`src/rtl/param_nr_divider.sv`:
```
// Parametrised non-restoring sequential divider with start/busy/done handshake.
// Optional signed mode is compiled in when DIV_SIGNED_EN is defined.
module param_nr_divider #(
    parameter int unsigned WIDTH = 8,
    parameter int unsigned CNT_W = $clog2(WIDTH) + 1
) (
    input  logic             clk,
    input  logic             res,
    input  logic             en,
    input  logic             start,
    input  logic             sgn,
    input  logic [WIDTH-1:0] x,
    input  logic [WIDTH-1:0] y,
    output logic [WIDTH-1:0] quot,
    output logic [WIDTH-1:0] rem,
    output logic             busy,
    output logic             done,
    output logic             dz
);

    typedef enum logic [1:0] {
        IDLE = 2'd0,
        ITER = 2'd1,
        FIX  = 2'd2
    } state_t;

    state_t           state;
    logic [WIDTH:0]   p;
    logic [WIDTH-1:0] q;
    logic [WIDTH-1:0] d;
    logic [CNT_W-1:0] cnt;
    logic             dz_pend;

    logic [WIDTH-1:0] x_abs;
    logic [WIDTH-1:0] y_abs;
    logic [WIDTH:0]   p_shift;
    logic [WIDTH:0]   p_step;
    logic [WIDTH:0]   p_fix;
    logic [WIDTH-1:0] quot_fix;
    logic [WIDTH-1:0] rem_fix;
    logic [WIDTH-1:0] rem_dz;

`ifdef DIV_SIGNED_EN
    logic [WIDTH-1:0] x_raw;
    logic             neg_q;
    logic             neg_r;
    logic             x_neg;
    logic             y_neg;
`else
    logic             unused_sgn;
    assign unused_sgn = sgn;
`endif

    // Operand magnitudes at load time; MIN maps onto itself, which reads correctly as unsigned.
    always_comb begin
        x_abs = x;
        y_abs = y;
`ifdef DIV_SIGNED_EN
        x_neg = sgn & x[WIDTH-1];
        y_neg = sgn & y[WIDTH-1];
        if (x_neg) x_abs = ~x + 1'b1;
        if (y_neg) y_abs = ~y + 1'b1;
`endif
    end

    // One non-restoring step and the final remainder correction.
    always_comb begin
        p_shift = {p[WIDTH-1:0], q[WIDTH-1]};
        if (p[WIDTH]) p_step = p_shift + {1'b0, d};
        else          p_step = p_shift - {1'b0, d};

        p_fix    = p[WIDTH] ? (p + {1'b0, d}) : p;
        quot_fix = q;
        rem_fix  = p_fix[WIDTH-1:0];
        rem_dz   = q;
`ifdef DIV_SIGNED_EN
        rem_dz = x_raw;
        if (neg_q) quot_fix = ~q + 1'b1;
        if (neg_r) rem_fix  = ~p_fix[WIDTH-1:0] + 1'b1;
`endif
    end

    always_ff @(posedge clk) begin
        if (res) begin
            state   <= IDLE;
            p       <= '0;
            q       <= '0;
            d       <= '0;
            cnt     <= '0;
            dz_pend <= 1'b0;
            quot    <= '0;
            rem     <= '0;
            busy    <= 1'b0;
            done    <= 1'b0;
            dz      <= 1'b0;
`ifdef DIV_SIGNED_EN
            x_raw   <= '0;
            neg_q   <= 1'b0;
            neg_r   <= 1'b0;
`endif
        end else if (en) begin
            done <= 1'b0;
            case (state)
                IDLE: begin
                    if (start) begin
                        p       <= '0;
                        q       <= x_abs;
                        d       <= y_abs;
                        cnt     <= '0;
                        busy    <= 1'b1;
                        dz_pend <= (y == '0);
`ifdef DIV_SIGNED_EN
                        x_raw   <= x;
                        neg_q   <= x_neg ^ y_neg;
                        neg_r   <= x_neg;
`endif
                        state   <= (y == '0) ? FIX : ITER;
                    end
                end
                ITER: begin
                    p   <= p_step;
                    q   <= {q[WIDTH-2:0], ~p_step[WIDTH]};
                    cnt <= cnt + 1'b1;
                    if (cnt == CNT_W'(WIDTH - 1)) state <= FIX;
                end
                FIX: begin
                    if (dz_pend) begin
                        quot <= '1;
                        rem  <= rem_dz;
                        dz   <= 1'b1;
                    end else begin
                        quot <= quot_fix;
                        rem  <= rem_fix;
                        dz   <= 1'b0;
                    end
                    p       <= p_fix;
                    dz_pend <= 1'b0;
                    done    <= 1'b1;
                    busy    <= 1'b0;
                    state   <= IDLE;
                end
                default: state <= IDLE;
            endcase
        end
    end

endmodule

```
`config.mk`:
```
export PLATFORM = sky130hd
export DESIGN_NAME = param_nr_divider
export DESIGN_NICKNAME = d
export VERILOG_FILES = /design/src/rtl/param_nr_divider.sv
export SDC_FILE = /design/constraint.sdc
export NUM_CORES = 1
export LEC_CHECK = 0
export ABC_CLOCK_PERIOD_IN_PS = 2800
export BUFFER_PORTS_ARGS = -buffer_cell sky130_fd_sc_hd__clkbuf_2
export CORE_AREA = 5 5 93 95
export DETAILED_ROUTE_END_ITERATION = 7
export DIE_AREA = 0 0 98 100
export HOLD_SLACK_MARGIN = 0.08
export PLACE_DENSITY = 0.62
export SETUP_SLACK_MARGIN = 0.15
export SLEW_MARGIN = 20
export SYNTH_ARGS = -nofsm -noshare
export SYNTH_HDL_FRONTEND = slang
export SYNTH_SLANG_ARGS = --single-unit
export TNS_END_PERCENT = 20
```
`constraint.sdc`:
```
create_clock -name clk -period 2.8 [get_ports clk]
set_input_delay 0.56 -clock clk [delete_from_list [all_inputs] [get_ports clk]]
set_output_delay 0.56 -clock clk [all_outputs]
set_load 0.02 [all_outputs]
```
==> flow_summary.yaml, run 1 <==
run_status:
  status: "finished clean"
synth:
  ys_ff_latch: 51
  synth_area_leaders: "dfxtp_1 (33%), ha_1 (8.4%), a21oi_1 (6.4%)"
  synth_area_leader_cell: "dfxtp_1"
  synthArstFlopShare_pct: 0
  synth_commonest_cells: "dfxtp_1 (51), nor2_1 (48), nand2_1 (45)"
  synth_ff_type: "dfxtp_1"
  synth_most_common_cell: "dfxtp_1"
  syn_avg_cell_area_um2: 7.86
  synth_cells: 397
  synth-edff-count: 0
  synth_top_area_share_pct: 32.7
  syn_area_um2: 3120
  yosys_warnings: 0
  ys_types: 54
  seq_area_frac_synth_pct: 32.7
  syn_nets: 441
global_route:
  grt_pass1_vias: 2790
  antenna_found_initial: 0
  grtUsageTotal_pct: 16.4
  grt_max_degree: 31
  grt_remaining_overflow: 0
  grt_pass1_wl_um: 13200
floorplanning:
  die_x_um: 98
  coreArea_um2: 7650
  pin_count: 40
  die_height_um: 100
  start_util_pct: 40.8
  rows: 32
  dieArea_um2: 9800
cts:
  numClockSinks: 51
  clockBufferDepth: 2
  cts_buffers: 5
  cts_root_buf: "clkbuf_8"
  clkLatencyLatePin_ns: 0.31
  cts_tree: "built"
  h-tree-depth: 2
  cts.clk_slew.worst_paths_ns: 0.10
cells_and_area:
  drive_gt1_share_pct: 16.7
  fillers: 782
  final_net_count: 475
  n_antenna_cell: 0
  area_delta_synth_final_pct: 13.3
  design_area_um2: 3540
  final_core_util_pct: 46.3
pwr:
  vdd_drop_max_uv: 240
  finalPower_w: 0.00170
  pwr_density_cell_nw_per_um2: 480
  power.leakage_nw: 1.44
timing:
  slew_headroom_pct: 49.2
  rsz0062_at_grt: "no"
  fin_crit_sh_pct: 90.8
  finClkSkew_ns: 0.00543
  finalHoldViolCount: 0
  fmax_mhz: 393
  worst_slew_pin_slew_ns: 0.762
  period_minus_slack_ns: 2.54
  setup-violations-final: 0
  fin_ws_ns: 0.257
  setup_tns_ns: 0
  slew_violations: 0
detailed_routing:
  vias_per_cell: 5.53
  drtPass1Iterations: 4
  antenna_left: 0
  drc_errors: 0
  drt_iter0_markers: 195
  wl_per_cell_um: 15.3
  routed_wl_um: 8150
  vias: 2951
worst_hold_path:
  min_path_type: "flop to flop"
setup_path:
  critPathKind: "flop to flop"
  cp.arrival_ns: 2.73
  crit_path_end_kind: "flop"
  critical_path_required_ns: 2.98
  worstPathMaxFanout: 5
  cp-start-kind: "flop"
placed_design:
  routabilityCongestion: 0.900
  placedInstanceArea_um2: 3410
  dp_slack_ns: 0.262
  hpwl_um: 6010
  portBuffers: 38
run:
  maxCapViolations: 0
[cell usage in the layout, fill, tap and decap left out, drive strengths merged, types with 3 or more instances in the layout]
cell,count
o21a,3
nand3b,3
nand2b,5
a211oi,6
xnor2,8
a22oi,5
nor2,48
xor2,7
nand4,3
mux2i,9
and3,3
or3,3
clkbuf,44
o21ai,12
o211ai,4
ha,21
nand2,47
a21o,4
a21oi,43
buf,11
dfxtp,51
a31oi,7
nand3,15
inv,16
nor3,26
[path summary, 6_finish.rpt]
check / from / to / slack [ns] / depth (start not counted)
min: rem[5]$_SDFFE_PP0P_ / rem[5]$_SDFFE_PP0P_ / 0.46 / 2
min reg2reg: rem[5]$_SDFFE_PP0P_ / rem[5]$_SDFFE_PP0P_ / 0.46 / 2
max reg2reg: d[0]$_SDFFE_PP0P_ / p[8]$_SDFFE_PP0P_ / 0.26 / 11
max: d[0]$_SDFFE_PP0P_ / p[8]$_SDFFE_PP0P_ / 0.26 / 11
[area by class of cell]
type / count / area, um2 / area share (%)
sequential: 51 / 1020 / 28.9
tap: 102 / 128 / 3.61
multi-input combinational: 309 / 1940 / 54.8
clock inverter: 2 / 38.8 / 1.10
inverter: 15 / 56.3 / 1.59
clock buffer: 6 / 82.6 / 2.33
timing repair buffer: 49 / 273 / 7.71
[flip-flops by register name (all words and copies together) (netlist names)]
name,flops
p,9
d,8
q,8
quot,8
rem,8
cnt,4
state,2
busy,1
done,1
dz,1
dz_pend,1
[critical path, cell delays in order, from the launching register on]
cell     delay, ns
dfxtp_1       0.32
buf_4         0.15
nor3_1        0.18
nor2_1        0.07
xor2_1        0.15
ha_1          0.36
o21ai_2       0.15
a21oi_2       0.06
or4_4         0.43
a31oi_4       0.17
xnor2_1       0.24
o32ai_1       0.13
[where the power goes]
| group | total (W) | switching (W) | internal, W |
|---|---|---|---|
| clock | 0.000564 | 0.000270 | 0.000295 |
| sequential | 0.000784 | 0.0000297 | 0.000754 |
| combinational | 0.000348 | 0.000212 | 0.000137 |
| total | 0.00170 | 0.000512 | 0.00119 |
[kinds of logic after synthesis]
logic type / share of synthesized area, %
AOI/OAI and AO/OA: 20.4
and+or+nand+nor: 23.9
buffers and inverters: 5.41
DFF: 32.7
xor gates and xnor gates: 4.21
muxes: 3.61
adders and majority gates: 9.70
[repair_timing]
item	4_1_cts	5_1_grt
buffers inserted	0	0
resized for setup	0	1
hold endpoints to repair	0	0
setup endpoints to repair	0	1
hold buffers	0	0
[metrics by stage]
step | instances | hold slack [ns]
CTS | 534 | 0.461
finish | 534 | 0.459
floorplan | 397 | 0.465
global placement | 526 | 0.441
global route | 534 | 0.484
detailed placement | 526 | 0.448
[metal layers]
| metal | GRT usage, % | share of wire [%] |
|---|---|---|
| met1 | 20.7 | 45 |
| met2 | 28.2 | 49 |
| met3 | 2.78 | 4.4 |
| met4 | 5.86 | 2.0 |
| met5 | 0 | 0 |
Note: power is estimated with default switching activity, not from simulation.
==> inputs of run 2 (changes only) <==
--- a/config.mk
+++ b/config.mk
@@ -5,6 +5,7 @@
 export SDC_FILE = /design/constraint.sdc
 export NUM_CORES = 1
 export LEC_CHECK = 0
+export ABC_AREA = 1
 export ABC_CLOCK_PERIOD_IN_PS = 2800
 export BUFFER_PORTS_ARGS = -buffer_cell sky130_fd_sc_hd__clkbuf_2
 export CORE_AREA = 5 5 93 95
@@ -13,7 +14,6 @@
 export HOLD_SLACK_MARGIN = 0.08
 export PLACE_DENSITY = 0.62
 export SETUP_SLACK_MARGIN = 0.15
-export SLEW_MARGIN = 20
 export SYNTH_ARGS = -nofsm -noshare
 export SYNTH_HDL_FRONTEND = slang
 export SYNTH_SLANG_ARGS = --single-unit
==> run 2 against run 1 <==
Utilization shrank 0.23 points. Maximum frequency grew 6.2%. Largest cell class unchanged. Combinational power shrank 12%. Synthesized area grew 0.20%. Largest power group unchanged. Die area is the same. Cell area shrank 0.49%. Cell count grew 12%.
==> flow_summary.yaml, run 2 <==
run_status:
  status: "finished clean"
detailed_routing:
  vias_per_cell: 5.00
  routed_wl_um: 7820
  vias: 2994
  antenna_left: 0
  drtPass1Iterations: 4
  drt_iter0_markers: 111
  drc_errors: 0
  wl_per_cell_um: 13.0
timing:
  fin_crit_sh_pct: 85.5
  setup-violations-final: 0
  finClkSkew_ns: 0.00648
  worst_slew_pin_slew_ns: 0.570
  finalHoldViolCount: 0
  slew_violations: 0
  fmax_mhz: 418
  slew_headroom_pct: 62.0
  rsz0062_at_grt: "yes"
  setup_tns_ns: 0
  period_minus_slack_ns: 2.39
pwr:
  pwr_density_cell_nw_per_um2: 459
  power.leakage_nw: 1.65
  vdd_drop_max_uv: 254
  finalPower_w: 0.00161
cells_and_area:
  design_area_um2: 3520
  area_delta_synth_final_pct: 12.6
  final_net_count: 540
  final_cell_mix: "nand2_1 (117), a21oi_1 (60), inv_1 (52), dfxtp_1 (48), o21ai_0 (44)"
  drive_gt1_share_pct: 13.1
  fillers: 777
  final_common_cell: "nand2_1"
  regMostFlops: "p"
  n_antenna_cell: 0
  largest_reg_flops: 9
synth:
  synth_area_leaders: "dfxtp_1 (33%), nand2_1 (14%), a21oi_1 (9.6%)"
  synth_xor_xnor_area_share_pct: 2.24
  synthAdderAreaFrac_pct: 9.68
  synth_ff_type: "dfxtp_1"
  synth-edff-count: 0
  ys_types: 34
  syn_area_um2: 3130
  synth-compound-area-share_pct: 20.2
  seq_area_frac_synth_pct: 32.6
  synth_cells: 464
  synth_top_area_share_pct: 32.6
  syn_nets: 508
  ys_ff_latch: 51
  synth_commonest_cells: "nand2_1 (117), a21oi_1 (60), inv_1 (52)"
  synthArstFlopShare_pct: 0
  synth_area_leader_cell: "dfxtp_1"
  synthSimpleGateAreaFrac_pct: 25.8
  synth_top_family_by_area: "simple AND/OR/NAND/NOR gates"
  yosys_warnings: 0
  synth_most_common_cell: "nand2_1"
  syn_avg_cell_area_um2: 6.74
  synth_mux_area_share_pct: 0.320
cts:
  clkLatencyLatePin_ns: 0.30
  clockBufferDepth: 2
  cts_setup_buffers: 0
  cts_buffers: 5
  cts_root_buf: "clkbuf_8"
  numClockSinks: 51
  cts.clk_slew.worst_paths_ns: 0.10
  cts_tree: "built"
  postCtsHoldBufs: 0
  h-tree-depth: 2
setup_path:
  worstPathMaxFanout: 5
  crit_path_end_kind: "flop"
  worstPathCellList: "inv_1, ha_1, inv_1, o21ai_1, inv_1, fa_1, inv_1, nand3_1, nand2_1, inv_1, o21bai_1, nand2_1, nand3_1, nand2_1, nand2_1, a21oi_1"
  cpPeakStageDelay_ns: 0.44
  critical_path_required_ns: 2.98
  cp-start-kind: "flop"
  cp_slowest_cell: "fa_1"
  r2r_start: "d[1]$_SDFFE_PP0P_"
  reg2reg_depth: 16
  rr_endpoint: "p[6]$_SDFFE_PP0P_"
  worstSetupStartpoint: "d[1]$_SDFFE_PP0P_"
  crit_top_cell: "inv_1"
  critPathKind: "flop to flop"
  regToRegSetupSlack_ns: 0.41
  cp.arrival_ns: 2.57
placed_design:
  placedInstanceArea_um2: 3400
  portBuffers: 38
  routabilityCongestion: 0.798
  hpwl_um: 6000
global_route:
  grt_pass1_vias: 2810
  antenna_found_initial: 0
  grt-busiest-layer: "met2"
  use_met1_pct: 20.2
  grt_max_degree: 22
  grtUsageTotal_pct: 15.7
  use_met2_pct: 27.6
  grt_remaining_overflow: 0
  grt_pass1_wl_um: 12900
  gr-usage-met3_pct: 2.57
run:
  maxCapViolations: 0
floorplanning:
  pin_count: 40
  rows: 32
  die_x_um: 98
  coreArea_um2: 7650
  die_height_um: 100
  dieArea_um2: 9800
  start_util_pct: 40.9
worst_hold_path:
  min_path_type: "flop to flop"
  hold_depth: 2
  holdCritStartpoint: "done$_SDFFE_PP0P_"
  hold_end: "done$_SDFFE_PP0P_"
-- run 2: cell types whose count changed after synthesis, sizes merged, moves of 6 or more --
cell	previous run	this run
a211oi	6	0
a21oi	43	61
inv	15	56
mux2i	9	1
nand2	47	117
nand3	15	26
nor2	48	29
nor3	26	5
o21ai	12	49
xnor2	8	0
-- run 2: final cells by class --
type | count | area, um2 | area share (%)
tap | 102 | 128 | 3.62
timing repair buffer | 42 | 220 | 6.25
multi-input combinational | 340 | 1820 | 51.8
inverter | 56 | 210 | 5.97
clock buffer | 5 | 68.8 | 1.95
sequential | 51 | 1020 | 29.1
clock inverter | 3 | 46.3 | 1.31
-- run 2: worst max-delay path: cells and delay by family, from the launching register on --
kind            cells  cell delay [ns]
buf+inv             5             0.34
compound gates      3             0.36
simple gates        6             0.48
fa+ha+maj           2             0.71
flops               1             0.38
-- run 2: how the worst max path moves through the flow --
stage                              to
global placement    p[8]$_SDFFE_PP0P_
global route        p[8]$_SDFFE_PP0P_
floorplan           p[6]$_SDFFE_PP0P_
CTS                 p[8]$_SDFFE_PP0P_
detailed placement  p[6]$_SDFFE_PP0P_
finish              p[6]$_SDFFE_PP0P_
-- run 2: power breakdown --
part	switching (W)	internal, W	total, W
registers	0.0000202	0.000752	0.000772
logic	0.000199	0.000107	0.000306
clock network	0.000267	0.000270	0.000537
total	0.000486	0.00113	0.00161
-- run 2: routing by layer --
layer / up-vias / wire [um] / share of wire (%)
li1: 1581 / - / -
met1: 1362 / 3720 / 48
met2: 40 / 3750 / 48
met3: 11 / 235 / 3.0
met4: 0 / 108 / 1.4
met5: - / 0 / 0
-- run 2: cells by family (layout without fill, tap and decap cells) --
group           count (synthesis)  in the layout
mux                             1              1
xor+xnor                        8              8
flops                          51             51
simple gates                  187            187
fa+ha+maj                      23             23
compound gates                121            121
buf+inv                        73            106
-- run 2: repair_timing --
action                                 4_1_cts  5_1_grt
setup endpoints to repair                    0        4
resized for setup                            0        4
endpoints found under the hold margin        0        0
-- run 2: through the flow --
stage	worst slack (ns)	util, %	instances	hold slack (ns)
4_1_cts	0.252	46.0	599	0.471
3_5_place_dp	0.280	44.5	591	0.456
2_1_floorplan	0.604	-	464	0.449
6_report	0.405	46.0	599	0.463
3_3_place_gp	0.313	44.5	591	0.454
5_1_grt	0.130	46.0	599	0.494
==> inputs of run 3 (changes only) <==
--- a/config.mk
+++ b/config.mk
@@ -9,10 +9,10 @@
 export ABC_CLOCK_PERIOD_IN_PS = 2800
 export BUFFER_PORTS_ARGS = -buffer_cell sky130_fd_sc_hd__clkbuf_2
 export CORE_AREA = 5 5 93 95
+export CTS_BUF_LIST = sky130_fd_sc_hd__clkbuf_4
 export DETAILED_ROUTE_END_ITERATION = 7
 export DIE_AREA = 0 0 98 100
 export HOLD_SLACK_MARGIN = 0.08
-export PLACE_DENSITY = 0.62
 export SETUP_SLACK_MARGIN = 0.15
 export SYNTH_ARGS = -nofsm -noshare
 export SYNTH_HDL_FRONTEND = slang
==> run 3 against run 2 <==
First-iteration DRC count is 19% higher. Power is 9.2% lower. Critical path depth rose by 1. Clock power is 29% lower. Worst setup slack lost 0.019 ns. Cell count rose by 0.17%. Critical endpoint unchanged. Highest routed layer unchanged.
==> flow_summary.yaml, run 3 (synthesis results as in run 2) <==
setup_path:
  cp.arrival_ns: 2.75
  rr_endpoint: "p[6]$_SDFFE_PP0P_"
  worstSetupStartpoint: "d[0]$_SDFFE_PP0P_"
  r2r_start: "d[0]$_SDFFE_PP0P_"
  critPathKind: "flop to flop"
  regToRegSetupSlack_ns: 0.39
  critical_path_required_ns: 3.13
  crit_path_end_kind: "flop"
  critical_path.endpoint: "p[6]$_SDFFE_PP0P_"
  cp-start-kind: "flop"
  reg2reg_depth: 17
  worstPathMaxFanout: 4
floorplanning:
  pin_count: 40
  die_height_um: 100
  rows: 32
  dieArea_um2: 9800
  start_util_pct: 40.9
  die_x_um: 98
  coreArea_um2: 7650
pwr:
  pwr_density_cell_nw_per_um2: 421
  power.leakage_nw: 1.64
  vdd_drop_max_uv: 204
cells_and_area:
  final_core_util_pct: 45.5
  regMostFlops: "p"
  final_net_count: 541
  largest_reg_flops: 9
  drive_gt1_share_pct: 13.5
  final_common_cell: "nand2_1"
  fillers: 809
  area_delta_synth_final_pct: 11.3
  n_antenna_cell: 0
  final_cell_mix: "nand2_1 (117), a21oi_1 (60), inv_1 (52), dfxtp_1 (48), o21ai_0 (44)"
global_route:
  grt_pass1_wl_um: 13100
  grt_max_degree: 23
  antenna_found_initial: 0
  grtUsageTotal_pct: 16.3
  grt_pass1_vias: 2818
  grt_remaining_overflow: 0
cts:
  cts_tree: "built"
  cts_root_buf: "clkbuf_4"
  cts_buffers: 5
  cts_setup_buffers: 0
  clkLatencyLatePin_ns: 0.38
  ctsResizeCount: 0
  h-tree-depth: 2
  numClockSinks: 51
  clockBufferDepth: 2
  cts.clk_slew.worst_paths_ns: 0.18
  postCtsHoldBufs: 0
detailed_routing:
  routed_wl_um: 7850
  drc_errors: 0
  wl_per_cell_um: 13.1
  vias: 3007
  antenna_left: 0
  drtPass1Iterations: 4
  vias_per_cell: 5.01
  drt_iter0_markers: 132
timing:
  slew_violations: 0
  fin_ws_ns: 0.387
  slew_headroom_pct: 60.8
  rsz0062_at_grt: "no"
  finalHoldViolCount: 0
  holdWs_ns: 0.415
  fmax_mhz: 414
  worst_slew_pin_slew_ns: 0.588
  setup-violations-final: 0
  setup_tns_ns: 0
  period_minus_slack_ns: 2.41
  fin_crit_sh_pct: 86.2
  finClkSkew_ns: 0.0188
placed_design:
  portBuffers: 38
  routabilityCongestion: 0.889
  hpwl_um: 6150
  dp_slack_ns: 0.261
worst_hold_path:
  min_path_type: "primary input to flop"
run:
  maxCapViolations: 0
run_status:
  status: "finished clean"
## run 3: cell type report
type	count	area, um2	area share [%]
Clock buffer	5	37.5	1.08
Sequential cell	51	1020	29.4
Tap cell	102	128	3.67
Inverter	56	210	6.04
Multi-Input combinational cell	340	1830	52.4
Clock inverter	3	28.8	0.826
Timing Repair Buffer	43	228	6.54
## run 3: how the worst min path moves through the flow
stage	endpoint	from	depth (start not counted)
2_1_floorplan	quot[2]$_SDFFE_PP0P_	q[2]$_SDFFE_PP0P_	2
4_1_cts	q[2]$_SDFFE_PP0P_	x[2]	3
3_3_place_gp	rem[7]$_SDFFE_PP0P_	rem[7]$_SDFFE_PP0P_	2
3_5_place_dp	done$_SDFFE_PP0P_	done$_SDFFE_PP0P_	2
6_report	q[2]$_SDFFE_PP0P_	x[2]	3
5_1_grt	q[2]$_SDFFE_PP0P_	x[2]	3
## run 3: stage by stage
stage	area (um2)	std cells	power [W]
6_report	3480	600	0.00147
5_1_grt	3480	600	0.00156
4_1_cts	3480	600	0.00148
3_5_place_dp	3410	592	0.00110
3_3_place_gp	3410	592	0.00109
2_1_floorplan	3130	464	0.00101
## run 3: report_power, final
part | internal [W] | switching, W
logic | 0.000109 | 0.000200
clock network | 0.000108 | 0.000275
registers | 0.000753 | 0.0000210
## run 3: metal layers
layer	global-route usage, %	routed length (um)	vias to the layer above
met2	28.0	3870	37
met4	5.22	111	0
met5	0	0	-
met1	20.9	3660	1365
li1	-	-	1597
met3	2.50	205	8
## run 3: worst max-delay path: stages, from the launching register on
cell	delay [ns]
dfxtp_2	0.42
inv_1	0.07
ha_1	0.27
inv_1	0.04
o21ai_1	0.18
inv_1	0.09
fa_1	0.43
inv_1	0.08
nand3_1	0.06
nand2_1	0.14
inv_1	0.08
nor2_1	0.09
nor2_1	0.05
nand2_1	0.05
nand3_1	0.07
nand2_1	0.09
nand2_1	0.05
a21oi_1	0.12
